[config.mk]
export PLATFORM = sky130hd
export DESIGN_NAME = fp_mantissa_addsub_pipe_flat
export DESIGN_NICKNAME = d
export VERILOG_FILES = /design/src/rtl/fp_mantissa_addsub_pipe_if.sv /design/src/rtl/fp_mantissa_addsub_pipe.sv /design/src/flat_wrapper.sv
export SDC_FILE = /design/constraint.sdc
export NUM_CORES = 1
export LEC_CHECK = 0
export CAP_MARGIN = 20
export CORE_ASPECT_RATIO = 0.8
export CORE_MARGIN = 2
export CORE_UTILIZATION = 63
export DETAILED_ROUTE_END_ITERATION = 10
export GPL_ROUTABILITY_DRIVEN = 0
export GPL_TIMING_DRIVEN = 0
export MAX_ROUTING_LAYER = met4
export PLACE_DENSITY = 0.89
export SLEW_MARGIN = 20
export SYNTH_ARGS = -nofsm -noshare
export SYNTH_HDL_FRONTEND = slang
export SYNTH_SLANG_ARGS = --single-unit
export TNS_END_PERCENT = 5
[constraint.sdc]
create_clock -name clk -period 3.6 [get_ports clk]
set_input_delay 0.72 -clock clk [delete_from_list [all_inputs] [get_ports clk]]
set_output_delay 0.72 -clock clk [all_outputs]
set_load 0.005 [all_outputs]
[src/rtl/fp_mantissa_addsub_pipe_if.sv]
// rtl/fp_mantissa_addsub_pipe_if.sv - operand/result handshake bundle for the mantissa add/sub stage
interface fp_mantissa_addsub_pipe_if #(
  parameter int MW = 48
);
  localparam int LW = $clog2(MW + 2);

  logic          valid_in;
  logic          ready_in;
  logic          op_sub;
  logic          signA;
  logic          signB;
  logic [MW-1:0] mag_M;
  logic [MW-1:0] mag_m;

  logic          valid_out;
  logic          ready_out;
  logic          sign;
  logic [MW:0]   sum;
  logic          zero;
  logic [LW-1:0] lzc;

  modport master (
    output valid_in, op_sub, signA, signB, mag_M, mag_m, ready_out,
    input  ready_in, valid_out, sign, sum, zero, lzc
  );

  modport slave (
    input  valid_in, op_sub, signA, signB, mag_M, mag_m, ready_out,
    output ready_in, valid_out, sign, sum, zero, lzc
  );
endinterface

[src/rtl/fp_mantissa_addsub_pipe.sv]
// rtl/fp_mantissa_addsub_pipe.sv - signed-magnitude mantissa add/sub with LZC, 1 or 2 pipeline stages
module fp_mantissa_addsub_pipe #(
  parameter int MW     = 48,
  parameter int STAGES = 2
) (
  input  logic                        clk,
  input  logic                        rstn,
  fp_mantissa_addsub_pipe_if.slave    bus
);
  localparam int LW = $clog2(MW + 2);

  function automatic logic [LW-1:0] count_lz(input logic [MW:0] x);
    count_lz = LW'(MW + 1);
    for (int i = 0; i <= MW; i++) begin
      if (x[i]) count_lz = LW'(MW - i);
    end
  endfunction

  logic          eff_sign_b;
  logic          eff_sub;
  logic          mag_lt;
  logic [MW:0]   ext_M;
  logic [MW:0]   ext_m;
  logic [MW:0]   c_sum;
  logic          c_sign;
  logic          c_zero;

  always_comb begin
    eff_sign_b = bus.signB ^ bus.op_sub;
    eff_sub    = bus.signA ^ eff_sign_b;
    ext_M      = {1'b0, bus.mag_M};
    ext_m      = {1'b0, bus.mag_m};
    mag_lt     = ext_M < ext_m;
    c_sum      = '0;
    c_sign     = bus.signA;
    if (!eff_sub) begin
      c_sum  = ext_M + ext_m;
      c_sign = bus.signA;
    end else if (mag_lt) begin
      c_sum  = ext_m - ext_M;
      c_sign = eff_sign_b;
    end else begin
      c_sum  = ext_M - ext_m;
      c_sign = bus.signA;
    end
    c_zero = (c_sum == '0);
    // Exact cancellation yields +0; a true 0+0 keeps the sign of A.
    if (eff_sub && c_zero) c_sign = 1'b0;
  end

  logic          ld1;
  logic          v1;
  logic          s1_sign;
  logic [MW:0]   s1_sum;
  logic          s1_zero;

  always_ff @(posedge clk or negedge rstn) begin
    if (!rstn) begin
      v1      <= 1'b0;
      s1_sign <= 1'b0;
      s1_sum  <= '0;
      s1_zero <= 1'b0;
    end else if (ld1) begin
      v1 <= bus.valid_in;
      if (bus.valid_in) begin
        s1_sign <= c_sign;
        s1_sum  <= c_sum;
        s1_zero <= c_zero;
      end
    end
  end

  assign bus.ready_in = ld1;

  generate
    if (STAGES == 2) begin : g_two
      logic          ld2;
      logic          v2;
      logic          s2_sign;
      logic [MW:0]   s2_sum;
      logic          s2_zero;
      logic [LW-1:0] s2_lzc;

      // Ready ripples back combinationally: a stalled output freezes both stages.
      assign ld2 = !v2 || bus.ready_out;
      assign ld1 = !v1 || ld2;

      always_ff @(posedge clk or negedge rstn) begin
        if (!rstn) begin
          v2      <= 1'b0;
          s2_sign <= 1'b0;
          s2_sum  <= '0;
          s2_zero <= 1'b0;
          s2_lzc  <= '0;
        end else if (ld2) begin
          v2 <= v1;
          if (v1) begin
            s2_sign <= s1_sign;
            s2_sum  <= s1_sum;
            s2_zero <= s1_zero;
            s2_lzc  <= count_lz(s1_sum);
          end
        end
      end

      assign bus.valid_out = v2;
      assign bus.sign      = s2_sign;
      assign bus.sum       = s2_sum;
      assign bus.zero      = s2_zero;
      assign bus.lzc       = s2_lzc;
    end else if (STAGES == 1) begin : g_one
      logic [LW-1:0] s1_lzc;

      assign ld1 = !v1 || bus.ready_out;

      always_ff @(posedge clk or negedge rstn) begin
        if (!rstn) begin
          s1_lzc <= '0;
        end else if (ld1 && bus.valid_in) begin
          s1_lzc <= count_lz(c_sum);
        end
      end

      assign bus.valid_out = v1;
      assign bus.sign      = s1_sign;
      assign bus.sum       = s1_sum;
      assign bus.zero      = s1_zero;
      assign bus.lzc       = s1_lzc;
    end else begin : g_bad_stages
      $error("fp_mantissa_addsub_pipe: STAGES must be 1 or 2");
    end
  endgenerate
endmodule

[src/flat_wrapper.sv]
// flat-port wrapper written by rule: the top's interface ports become plain ports
module fp_mantissa_addsub_pipe_flat 
#(
  parameter int MW     = 48,
  parameter int STAGES = 2
)
  (clk, rstn, bus_valid_in, bus_op_sub, bus_signA, bus_signB, bus_mag_M, bus_mag_m, bus_ready_out, bus_ready_in, bus_valid_out, bus_sign, bus_sum, bus_zero, bus_lzc);
  fp_mantissa_addsub_pipe_if #(.MW(MW)) bus_i ();
  input  logic clk;
  input  logic rstn;
  input wire logic [$bits(bus_i.valid_in)-1:0] bus_valid_in;
  input wire logic [$bits(bus_i.op_sub)-1:0] bus_op_sub;
  input wire logic [$bits(bus_i.signA)-1:0] bus_signA;
  input wire logic [$bits(bus_i.signB)-1:0] bus_signB;
  input wire logic [$bits(bus_i.mag_M)-1:0] bus_mag_M;
  input wire logic [$bits(bus_i.mag_m)-1:0] bus_mag_m;
  input wire logic [$bits(bus_i.ready_out)-1:0] bus_ready_out;
  output wire logic [$bits(bus_i.ready_in)-1:0] bus_ready_in;
  output wire logic [$bits(bus_i.valid_out)-1:0] bus_valid_out;
  output wire logic [$bits(bus_i.sign)-1:0] bus_sign;
  output wire logic [$bits(bus_i.sum)-1:0] bus_sum;
  output wire logic [$bits(bus_i.zero)-1:0] bus_zero;
  output wire logic [$bits(bus_i.lzc)-1:0] bus_lzc;
  assign bus_i.valid_in = bus_valid_in;
  assign bus_i.op_sub = bus_op_sub;
  assign bus_i.signA = bus_signA;
  assign bus_i.signB = bus_signB;
  assign bus_i.mag_M = bus_mag_M;
  assign bus_i.mag_m = bus_mag_m;
  assign bus_i.ready_out = bus_ready_out;
  assign bus_ready_in = bus_i.ready_in;
  assign bus_valid_out = bus_i.valid_out;
  assign bus_sign = bus_i.sign;
  assign bus_sum = bus_i.sum;
  assign bus_zero = bus_i.zero;
  assign bus_lzc = bus_i.lzc;
  fp_mantissa_addsub_pipe #(.MW(MW), .STAGES(STAGES)) u_core (.clk(clk), .rstn(rstn), .bus(bus_i));
endmodule
==> flow_metrics.tcl, run 1 <==
set metrics [dict create \
    status "aborted with a tool error" \
    lastStage "global routing (5_1_grt)" \
    first-error "[ERROR GRT-0232] Routing congestion too high. Check the congestion heatmap in the GUI." \
    yosys.area_share.xor_xnor_pct 2.43 \
    yosys-top-cells-area "dfrtp_1, ha_1, a21oi_1" \
    worst_endpoint "u_core.s1_sign$_DFFE_PN0P_/D" \
    place_ws_ps -2190 \
    placed_cells 2326 \
    gr-total-overflow 51 \
    initial_core_util_pct 63.9 \
    synthTopCellsByCount "nand2_1, a21oi_1, inv_1" \
    cts-root-buf "clkbuf_16" \
    worstEpCategory "sequential cell input" \
    dp_hpwl_mm 39.0 \
    syn-num-nets 2139 \
    syn_avg_cell_area_um2 7.26 \
    synth_edf_count 0 \
    syn-cell-area_um2 13700 \
    dieWidth_um 169 \
    synth_top_area_share_pct 20.1 \
    io_pins 162 \
    ys_seq_area_share_pct 20.1 \
    die_h_um 136 \
    synth_top_area_cell "dfrtp_1" \
    grt_antenna_before_repair 18 \
    placementRows 48 \
    cts_buffer_depth 2 \
    synth_cell_types 96 \
    h-tree-depth 3 \
    grt_max_degree 60 \
    synth_compound_area_share_pct 30.3 \
    synth-adder-area-share_pct 13.6 \
    yosysMostFrequentCell "nand2_1" \
    numCtsBuffers 9 \
    muxShareOfSynthArea_pct 3.26 \
    synth_top_family_by_area "compound AO/OA/AOI/OAI gates" \
    async_flop_share_pct 100 \
    synth_seq_cells 110 \
    yosysWarnings 0 \
    synthSimpleGateAreaFrac_pct 22.8 \
    placed_cell_area_um2 15700 \
    synth_ff_type "dfrtp_1" \
    hold_buffers 0 \
    syn_inst 1889 \
    cts_sinks 110 \
    grt_use_total_pct 79.6 \
    io_buffers 161 \
]
metal layers:
layer,GRT overflow,global-route usage [%]
met5,-,-
met2,27,91.8
met3,8,68.7
met4,14,72.8
met1,2,79.1
stage by stage:
step                      hold slack (ps)  utilization, %
after CTS                             349            86.0
after detailed placement              464            73.3
after global placement                459            73.1
after floorplan                       424               -
kinds of logic after synthesis:
kind of cell | after synthesis
buffers and inverters | 254
AO/OA/AOI/OAI | 631
AND/OR/NAND/NOR | 668
adder cells (fa/ha/maj) | 147
XOR/XNOR | 38
flip-flops | 110
multiplexers | 41
repair_timing:
| item | CTS |
|---|---|
| pin swaps | 116 |
| gates resized for setup | 529 |
| cloned | 1 |
| setup endpoints to repair | 50 |
| buffers inserted | 99 |
==> run 2: changes to the inputs <==
--- a/config.mk
+++ b/config.mk
@@ -6,14 +6,12 @@
 export NUM_CORES = 1
 export LEC_CHECK = 0
 export CAP_MARGIN = 20
-export CORE_ASPECT_RATIO = 0.8
 export CORE_MARGIN = 2
-export CORE_UTILIZATION = 63
+export CORE_UTILIZATION = 40
 export DETAILED_ROUTE_END_ITERATION = 10
 export GPL_ROUTABILITY_DRIVEN = 0
 export GPL_TIMING_DRIVEN = 0
-export MAX_ROUTING_LAYER = met4
-export PLACE_DENSITY = 0.89
+export PLACE_DENSITY_LB_ADDON = 0.15
 export SLEW_MARGIN = 20
 export SYNTH_ARGS = -nofsm -noshare
 export SYNTH_HDL_FRONTEND = slang
==> flow_metrics.tcl, run 2 <==
set metrics [dict create \
    status "finished with violations" \
    violations "negative setup slack" \
    antennaDiodeCount 0 \
    yosys-top-cells-area "dfrtp_1, ha_1, a21oi_1" \
    rsz0062_at_grt "true" \
    cp_common_cell "nor3_1" \
    gr-total-overflow 0 \
    syn_inst 1889 \
    layout_commonest_cell "nand2_1" \
    synth_cell_types 96 \
    crit_required_ps 3820 \
    syn_to_final_growth_pct 37.7 \
    r2r_end "u_core.bus.lzc[1]" \
    power.total_w 0.00704 \
    slew-limit-headroom_pct 35.1 \
    drt-total-wl_mm 55.2 \
    cts-root-buf "clkbuf_16" \
    numCtsBuffers 9 \
    slew_viol_final 0 \
    initial_core_util_pct 40.8 \
    grt_max_degree 75 \
    die_h_um 189 \
    grt_pass1_wl_mm 86.5 \
    drive_gt1_share_pct 22.8 \
    synthTopCellsByCount "nand2_1, a21oi_1, inv_1" \
    fin_nets 2406 \
    hold_violations 0 \
    fin_skew_ps 5.34 \
    placementRows 67 \
    async_flop_share_pct 100 \
    end_kind "register" \
    p_per_area_nw_per_um2 373 \
    synth_top_area_cell "dfrtp_1" \
    synth_ff_type "dfrtp_1" \
    ir_worst_vdd_mv 0.261 \
    tightest_slew_ps 963 \
    startpoint_type "primary input" \
    final_cell_area_um2 18900 \
    syn-cell-area_um2 13700 \
    synth_top_area_share_pct 20.1 \
    insertion_delay_ps 340 \
    cts_tree "built" \
    path_max_fanout 10 \
    dp_hpwl_mm 42.3 \
    synth_edf_count 0 \
    io_pins 162 \
    p_leak_nw 8.06 \
    ff2ff_path_depth 13 \
    grt_antenna_before_repair 0 \
    hp-class "in -> async" \
    finalSetupViolCount 20 \
    hold_buffers 0 \
    cts_buffer_depth 2 \
    crit_chain "clkdlybuf4s15_1 -> ha_4 -> buf_6 -> nor2b_4 -> nor3_1 -> o41a_1 -> a211oi_4 -> o21ai_4 -> buf_12 -> a2111oi_4 -> nor3_1 -> a31oi_1 -> xnor2_1 -> nor4_2 -> nand4_1 -> o22ai_2 -> nand3_1" \
    syn_avg_cell_area_um2 7.26 \
    vias 16100 \
    grt_pass1_vias 15500 \
    cts_sinks 110 \
    worst_ep_arrival_time_ps 4540 \
    r2r_start "u_core.s1_sum[1]" \
    syn-num-nets 2139 \
    dieArea_um2 35800 \
    route.detailed.drc 0 \
    grt_use_total_pct 30.0 \
    core_um2 33600 \
    yosysWarnings 0 \
    fillCellCount 3144 \
    slowest_stage "a211oi_4" \
    setup_ws_ps -721 \
    finalCriticalPeriod_ps 4320 \
    h-tree-depth 3 \
    cts.clk_slew.worst_paths_ps 70 \
    cp_slowest_stage_delay_ps 510 \
    ant_nets 0 \
    placed_cell_area_um2 15900 \
    io_buffers 161 \
    startpoint "bus_mag_M[5]" \
    worstSetupPathType "in -> reg" \
    layout_common_cells "nand2_1, a21oi_1, inv_1" \
    maxCapViolations 0 \
    fmax_ghz 0.231 \
    ff2ff_setup_slack_ps 390 \
    wl_per_cell_um 21.2 \
    first_pass_iters 6 \
    ys_seq_area_share_pct 20.1 \
    first_iter_violations 1857 \
    min_period_over_period_pct 120 \
    synth_seq_cells 110 \
    viasPerCell 6.17 \
    dieWidth_um 189 \
    yosysMostFrequentCell "nand2_1" \
]
## run 2: cell counts after synthesis
Identical to the previous run, type by type.
## run 2: repair_timing
item,4_1_cts,5_1_grt
cloned,2,0
resized for setup,494,41
hold endpoints to repair,0,0
setup buffers,90,6
setup endpoints to repair,50,25
pin swaps,144,31
## run 2: cells by family (layout without fill, tap and decap cells)
| group | count (synthesis) | after routing | share of synthesized area [%] |
|---|---|---|---|
| xor+xnor | 38 | 38 | 2.43 |
| mux | 41 | 41 | 3.26 |
| flops | 110 | 110 | 20.1 |
| simple gates | 668 | 668 | 22.8 |
| compound gates | 631 | 631 | 30.3 |
| buf+inv | 254 | 525 | 7.56 |
| fa+ha+maj | 147 | 147 | 13.6 |
## run 2: where the power goes
group	internal [W]	switching [W]
logic	0.00185	0.00230
registers	0.00164	0.000387
clock network	0.000464	0.000401
## run 2: per-stage QoR
stage	hold slack, ps	setup slack [ps]	setup TNS (ps)	util [%]	cells
after detailed placement	463	-2740	-62200	47.4	2499
after global routing	297	-838	-4640	56.2	2608
after floorplan	424	-300	-580	-	1889
after CTS	282	-604	-1350	55.5	2602
final	278	-721	-2870	56.2	2608
after global placement	458	-2640	-307480	47.3	2498
## run 2: worst max path at each step
stage          cells past startpoint              to
2_1_floorplan                     15  u_core.s1_sign
3_3_place_gp                      13  u_core.s1_sign
3_5_place_dp                      13  u_core.s1_sign
4_1_cts                           18  u_core.s1_sign
5_1_grt                           17  u_core.s1_sign
6_report                          17  u_core.s1_sign
## run 2: routing by layer
layer,vias to the layer above,global-route usage [%],part of all wire (%)
met4,0,12.5,4.5
met5,-,0,0
met1,7491,40.9,42
met2,1065,47.6,44
li1,7336,-,-
met3,209,4.30,9.9
## run 2: cell type report
type | count | area (um^2) | area share [%]
Multi-Input combinational cell | 1525 | 11700 | 62.0
Clock buffer | 13 | 240 | 1.27
Timing Repair Buffer | 260 | 2370 | 12.6
Inverter | 160 | 602 | 3.19
Sequential cell | 110 | 2750 | 14.6
Clock inverter | 2 | 10.0 | 0.0530
Buffer | 90 | 648 | 3.43
Tap cell | 448 | 561 | 2.97
## run 2: worst max-delay path, delay by kind of cell
family | cells | cell delay, ps
and+or+nand+nor | 6 | 950
AOI/OAI and AO/OA | 6 | 1780
xor gates and xnor gates | 1 | 200
buffers and inverters | 3 | 550
adders and majority gates | 1 | 320
(Power assumes the default switching activity.)
